$ cat src/rtl/psum_tile_scheduler.sv
// Layer-level sequencer for the partial-sum block: walks every output tile and,
// inside it, every input-channel pass, then raises a level interrupt.
module psum_tile_scheduler #(
    parameter int ADDR_W  = 11,
    parameter int BATCH_W = 6,
    parameter int COL_W   = 5,
    parameter int TILE_W  = 8
) (
    input  logic               clk,
    input  logic               rst,
    input  logic               cfg_valid,
    output logic               cfg_ready,
    input  logic [TILE_W-1:0]  cfg_num_in,
    input  logic [TILE_W-1:0]  cfg_num_out,
    input  logic [ADDR_W-1:0]  cfg_base_addr,
    input  logic [ADDR_W-1:0]  cfg_stride,
    input  logic [BATCH_W-1:0] cfg_batch,
    input  logic [COL_W-1:0]   cfg_last_col,
    input  logic               abort,
    input  logic               irq_clr,
    output logic               ps_start,
    output logic               ps_accumulate,
    output logic [ADDR_W-1:0]  ps_address_start,
    output logic [BATCH_W-1:0] ps_batch,
    output logic [COL_W-1:0]   ps_last_col,
    input  logic               ps_done,
    output logic               busy,
    output logic               irq,
    output logic [TILE_W-1:0]  cur_out_tile,
    output logic [TILE_W-1:0]  cur_in_tile
);

    typedef enum logic [1:0] {S_IDLE, S_LAUNCH, S_WAIT, S_DONE} state_t;

    state_t             state, state_nxt;
    logic [TILE_W-1:0]  num_in, num_out, o_cnt, i_cnt;
    logic [ADDR_W-1:0]  stride, addr;
    logic [BATCH_W-1:0] batch;
    logic [COL_W-1:0]   last_col;
    logic               done_q, done_rise;
    logic               accept, step_in, step_out, finish;

    // Only a fresh low-to-high transition of ps_done completes a pass.
    assign done_rise = ps_done & ~done_q;

    always_ff @(posedge clk) begin
        if (rst) state <= S_IDLE;
        else     state <= state_nxt;
    end

    always_comb begin
        state_nxt = state;
        accept    = 1'b0;
        step_in   = 1'b0;
        step_out  = 1'b0;
        finish    = 1'b0;
        case (state)
            S_IDLE, S_DONE: begin
                if (cfg_valid) begin
                    accept    = 1'b1;
                    state_nxt = S_LAUNCH;
                end
            end
            S_LAUNCH: state_nxt = abort ? S_IDLE : S_WAIT;
            S_WAIT: begin
                if (abort) begin
                    state_nxt = S_IDLE;
                end else if (done_rise) begin
                    if (i_cnt != num_in) begin
                        step_in   = 1'b1;
                        state_nxt = S_LAUNCH;
                    end else if (o_cnt != num_out) begin
                        step_out  = 1'b1;
                        state_nxt = S_LAUNCH;
                    end else begin
                        finish    = 1'b1;
                        state_nxt = S_DONE;
                    end
                end
            end
            default: state_nxt = S_IDLE;
        endcase
    end

    always_comb begin
        cfg_ready     = (state == S_IDLE) || (state == S_DONE);
        busy          = (state == S_LAUNCH) || (state == S_WAIT);
        ps_start      = (state == S_LAUNCH) && !abort;
        ps_accumulate = busy && (i_cnt != '0);
    end

    // Address accumulates stride per output tile instead of multiplying o*stride.
    always_ff @(posedge clk) begin
        if (rst) begin
            done_q   <= 1'b0;
            num_in   <= '0;
            num_out  <= '0;
            stride   <= '0;
            addr     <= '0;
            batch    <= '0;
            last_col <= '0;
            o_cnt    <= '0;
            i_cnt    <= '0;
            irq      <= 1'b0;
        end else begin
            done_q <= ps_done;
            if (accept) begin
                num_in   <= cfg_num_in;
                num_out  <= cfg_num_out;
                stride   <= cfg_stride;
                addr     <= cfg_base_addr;
                batch    <= cfg_batch;
                last_col <= cfg_last_col;
                o_cnt    <= '0;
                i_cnt    <= '0;
                irq      <= 1'b0;
            end else begin
                if (step_in) i_cnt <= i_cnt + 1'b1;
                if (step_out) begin
                    i_cnt <= '0;
                    o_cnt <= o_cnt + 1'b1;
                    addr  <= addr + stride;
                end
                if (finish)       irq <= 1'b1;
                else if (irq_clr) irq <= 1'b0;
            end
        end
    end

    assign ps_address_start = addr;
    assign ps_batch         = batch;
    assign ps_last_col      = last_col;
    assign cur_out_tile     = o_cnt;
    assign cur_in_tile      = i_cnt;

endmodule

$ cat config.mk
export PLATFORM = sky130hd
export DESIGN_NAME = psum_tile_scheduler
export DESIGN_NICKNAME = d
export VERILOG_FILES = /design/src/rtl/psum_tile_scheduler.sv
export SDC_FILE = /design/constraint.sdc
export NUM_CORES = 1
export LEC_CHECK = 0
export BUFFER_PORTS_ARGS = -buffer_cell sky130_fd_sc_hd__buf_2
export CAP_MARGIN = 20
export CORE_ASPECT_RATIO = 0.8
export CORE_MARGIN = 2
export CORE_UTILIZATION = 35
export CTS_BUF_LIST = sky130_fd_sc_hd__clkbuf_16
export DETAILED_ROUTE_END_ITERATION = 8
export GPL_TIMING_DRIVEN = 0
export PLACE_DENSITY = 0.54
export SYNTH_ARGS = -nofsm -noshare
export SYNTH_HDL_FRONTEND = slang
export SYNTH_SLANG_ARGS = --single-unit
export TNS_END_PERCENT = 5
$ cat constraint.sdc
create_clock -name clk -period 3 [get_ports clk]
set_input_delay 0.45 -clock clk [delete_from_list [all_inputs] [get_ports clk]]
set_output_delay 0.45 -clock clk [all_outputs]
set_load 0.02 [all_outputs]
-- Word-level counts from Yosys, hierarchy flattened
Cells that the tools add are included.
W data, S select, Z words.
- $add $sub $neg: 3
- eq/ne operators: 7
- muxes and demuxes: 27
- bitwise gates (word level): 2
- reductions and logical operators: 13
- operator list (operator ; number):
    $mux W11 ; 2
    $mux W1 ; 18
    $add A8 B1 Y8 const B ; 2
    $ne A8 B8 Y1 ; 2
    $mux W2 ; 6
    $add A11 B11 Y11 ; 1
    $reduce_bool A8 Y1 ; 1
    $pmux W2 S3 ; 1
    $eq A2 B2 Y1 const B ; 2
    $reduce_bool A2 Y1 ; 2
    $reduce_or A2 Y1 ; 2
    $ne A3 B3 Y1 const B ; 1
    $reduce_or A3 Y1 ; 1
    $eq A2 B1 Y1 const B ; 1
    $logic_and A1 B1 Y1 ; 2
    $logic_not A2 Y1 ; 1
    $logic_or A1 B1 Y1 ; 2
    $ne A2 B2 Y1 const B ; 1
    $reduce_and A2 Y1 ; 1
    $and A1 B1 Y1 ; 1
    $logic_not A1 Y1 ; 1
    $not A1 Y1 ; 1
- bits in registers: 69
- input bits: 55
- output and inout bits: 43
- word-level logic and storage cells: 63

-- Logic depth before layout (Yosys ltp)
- depth after elaboration: 8
- gate-level depth with buffers: 9
- gate-level depth less buffers: 9

-- Worst setup path before layout
OpenSTA, ideal clock, no wires.
- path kind: flip-flop to flip-flop
- start: register addr[0], in the netlist ps_address_start[0]
- end: register addr[10], in the netlist ps_address_start[10]
- arrival time: 2274 ps
- setup slack: 635 ps
- cell stages (with the launch flop): 10
- path buffers: 0
- cell sequence: dfxtp_1 ha_1 inv_1 fa_1 nor2b_1 o2111ai_1 nand4_1 a21oi_1 or4_1 a311oi_1
- longest elaborated chain between the ends: 3
- ends and longest elaborated chain (element ; line ; source):
    start, declared ; 37 ; logic [ADDR_W-1:0] stride, addr;
    start signal, assigned ; 111 ; addr <= cfg_base_addr;
    start signal, assigned ; 122 ; addr <= addr + stride;
    $add A11 B11 Y11 ; 122 ;
    $mux W11 ; 119 ; if (step_out) begin
    $mux W11 ; 107 ; if (accept) begin
No other way between the ends. The select of a mux whose other input is x is not followed.
A chain may end at the register's enable or synchronous reset.

-- Worst setup path after layout
- start: register state[0]
- end: register addr[5], in the netlist ps_address_start[5]
- longest elaborated chain between the ends: 4
- ends and longest elaborated chain (element ; line ; source):
    start, declared ; 35 ; state_t state, state_nxt;
    start signal, assigned ; 48 ; else state <= state_nxt;
    $eq A2 B2 Y1 / $logic_not A2 Y1 (equally long branches) ; 57 ; case (state)
    $reduce_or A2 Y1 ; 57 ;
    $mux W1 ; 57 ;
    $mux W11 / $reduce_bool A2 Y1 (equally long branches) ; - ;
Several ways; a longest one is shown, not always the timed one.

==> results.sh <==
export IMPL_cts_tree="built"
export IMPL_period_share_pct=87.0
export IMPL_critical_path_top_delay_family="simple AND/OR/NAND/NOR gates"
export IMPL_yosysWarnings=0
export IMPL_ant_nets=0
export IMPL_gr_total_overflow=0
export IMPL_dp_cells=637
export IMPL_worstPathMaxFanout=7
export IMPL_dieArea_um2=10600
export IMPL_drc=0
export IMPL_synth_cell_types=46
export IMPL_clock_fmax_mhz=383
export IMPL_reg2reg_depth=8
export IMPL_core_area_um2=9570
export IMPL_post_route_util_pct=45.4
export IMPL_cp_required_ns=3.23
export IMPL_timing_hold_ws_ns=0.352
export IMPL_grt_pass1_vias=3024
export IMPL_hold_violations=0
export IMPL_dieWidth_um=114
export IMPL_fill_cells=992
export IMPL_io_pins=98
export IMPL_n_antenna_cell=0
export IMPL_synth_edff_count=0
export IMPL_dr_total_vias=3195
export IMPL_syn_nets=492
export IMPL_netSwitchingFraction_pct=29.0
export IMPL_first_pass_iters=4
export IMPL_rsz0062_at_grt="no"
export IMPL_clock_sinks=69
export IMPL_cts_root_buf="clkbuf_16"
export IMPL_fin_crit_ns=2.61
export IMPL_numCtsBuffers=9
export IMPL_die_h_um=92.4
export IMPL_ys_seq_area_share_pct=40.4
export IMPL_seq_power_share_pct=40.6
export IMPL_synthFlopType="dfxtp_1"
export IMPL_hold_buffers=0
export IMPL_critPathKind="flop to flop"
export IMPL_power_density_nw_per_um2=579
export IMPL_wl_um=9440
export IMPL_grt_max_degree=13
export IMPL_worst_clock_skew_ns=0.00462
export IMPL_finalPower_mw=2.51
export IMPL_switchingPower_mw=0.730
export IMPL_cp_num_cells=8
export IMPL_antenna_found_initial=0
export IMPL_worstPathCellList="inv_1, ha_1, nand2b_1, or2_0, clkbuf_1, nor4_2, o211ai_1, a311oi_1"
export IMPL_cts_setup_buffers=0
export IMPL_clk_latency_ns=0.33
export IMPL_synth_area_top_cells="dfxtp_1 (40%), nand2_1 (11%), a21oi_1 (7.2%)"
export IMPL_final_common_cell="nand2_1"
export IMPL_wl_per_cell_um=14.5
export IMPL_tns_ns=0
export IMPL_maxSlewViolCount=0
export IMPL_clock_path_buffers=2
export IMPL_area_delta_synth_final_pct=27.1
export IMPL_power_frac_comb_pct=18.1
export IMPL_hold_depth=3
export IMPL_slew_headroom_pct=38.5
export IMPL_synth_seq_cells=69
export IMPL_critical_path_arrival_ns=2.84
export IMPL_hp_class="input pin to flop"
export IMPL_synthesis_area_um2=3420
export IMPL_yosysTopAreaCellShare_pct=40.4
export IMPL_start_util_pct=35.7
export IMPL_power_frac_clock_pct=41.3
export IMPL_row_count=32
export IMPL_instances_no_fill=653
export IMPL_viasPerCell=4.89
export IMPL_gp_congestion=0.829
export IMPL_grt_pass1_wl_um=15000
export IMPL_grtUsageTotal_pct=18.4
export IMPL_ir_drop_uv=298
export IMPL_synth_area_per_cell_um2=8.11
export IMPL_cp_slowest_stage_delay_ns=0.84
export IMPL_dp_hpwl_um=7130
export IMPL_postCtsResizedCells=0
export IMPL_path_buf_inv=2
export IMPL_end_kind="flop"
export IMPL_maxCapViolations=0
export IMPL_internal_power_mw=1.78
export IMPL_final_cell_mix="nand2_1 (102), buf_2 (98), dfxtp_1 (69)"
export IMPL_io_buffers=97
export IMPL_startpoint_type="flop"
export IMPL_worst_pin_slew_ns=0.915
export IMPL_synth_top_cell_by_area="dfxtp_1"
export IMPL_synth_cells=421
export IMPL_status="finished clean"
export IMPL_finalSetupViolCount=0
export IMPL_h_tree_depth=3
export IMPL_async_flop_share_pct=0
export IMPL_drt_iter0_drc=154
export IMPL_fin_nets=600
export IMPL_power_leakage_nw=1.91
export IMPL_layout_drive_gt1_share_pct=23.0
export IMPL_slowest_stage="nor4_2"
export IMPL_clk_pin_slew_ns=0.06
==> per-layer routing <==
layer / global-route usage [%] / vias up / wire [um]
met5: 0 / - / 0
li1: - / 1656 / -
met2: 28.7 / 93 / 4100
met3: 6.54 / 7 / 693
met1: 24.6 / 1439 / 4580
met4: 3.35 / 0 / 61
==> cell usage after synthesis (all sizes together), types with 4 or more instances <==
cell,count
nor4,6
nand3,6
o21ai,7
nand4,7
a311oi,6
xnor2,16
ha,15
nand2,102
nor2,32
xor2,17
clkbuf,18
a21oi,49
nand3b,4
o211ai,6
inv,12
a21o,4
dfxtp,69
nand2b,4
==> tightest hold or removal path, stage by stage <==
cell,delay (ns)
buf_2,0.09
nand2_1,0.04
a21oi_1,0.05
==> cell type report <==
type / count / area (um2) / share of cell area (%)
inverters: 12 / 45.0 / 1.04
repair buffers: 97 / 485 / 11.2
multi-input cells: 320 / 1910 / 44.1
clock buffers: 9 / 225 / 5.19
well taps: 119 / 149 / 3.43
flip-flops and latches: 69 / 1380 / 31.8
plain buffers: 20 / 76.3 / 1.76
clock inverters: 7 / 66.3 / 1.53
==> stage by stage <==
stage	cell area [um2]	worst slack (ns)
3_3_place_gp	4050	0.437
5_1_grt	4340	0.185
6_report	4340	0.391
3_5_place_dp	4050	0.400
4_1_cts	4340	0.369
2_1_floorplan	3420	0.635
==> flip-flops by register name (all words and copies together) (netlist names) <==
register and flops:
irq 1, cur_in_tile 8, ps_last_col 5, ps_batch 6, stride 11, ps_address_start 11
num_out 8, done_q 1, num_in 8, state 2, cur_out_tile 8
==> worst paths after layout <==
kind | from | to | slack, ns
setup / recovery | state[0] | ps_address_start[5] | 0.39
hold / removal | cfg_stride[8] | stride[8] | 0.35
setup reg to reg | state[0] | ps_address_start[5] | 0.39
hold reg to reg | ps_batch[2] | ps_batch[2] | 0.45
==> kinds of logic (layout without fill, tap and decap cells) <==
group / Yosys count / in the layout / share of synthesized area (%)
XOR/XNOR: 33 / 33 / 8.46
AO/OA/AOI/OAI: 87 / 87 / 15.8
buffers and inverters: 32 / 145 / 3.55
multiplexers: 3 / 3 / 0.879
flip-flops: 69 / 69 / 40.4
AND/OR/NAND/NOR: 181 / 181 / 24.8
adder cells (fa/ha/maj): 16 / 16 / 6.08
==> power groups by stage <==
stage | clock network [mW] | registers [mW] | logic, mW
after floorplan | 0 | 1.06 | 0.277
after global placement | 0 | 1.04 | 0.451
after detailed placement | 0 | 1.04 | 0.458
after CTS | 1.06 | 1.02 | 0.462
after global routing | 1.10 | 1.03 | 0.513
final | 1.04 | 1.02 | 0.456
Note: power is estimated with default switching activity, not from simulation.
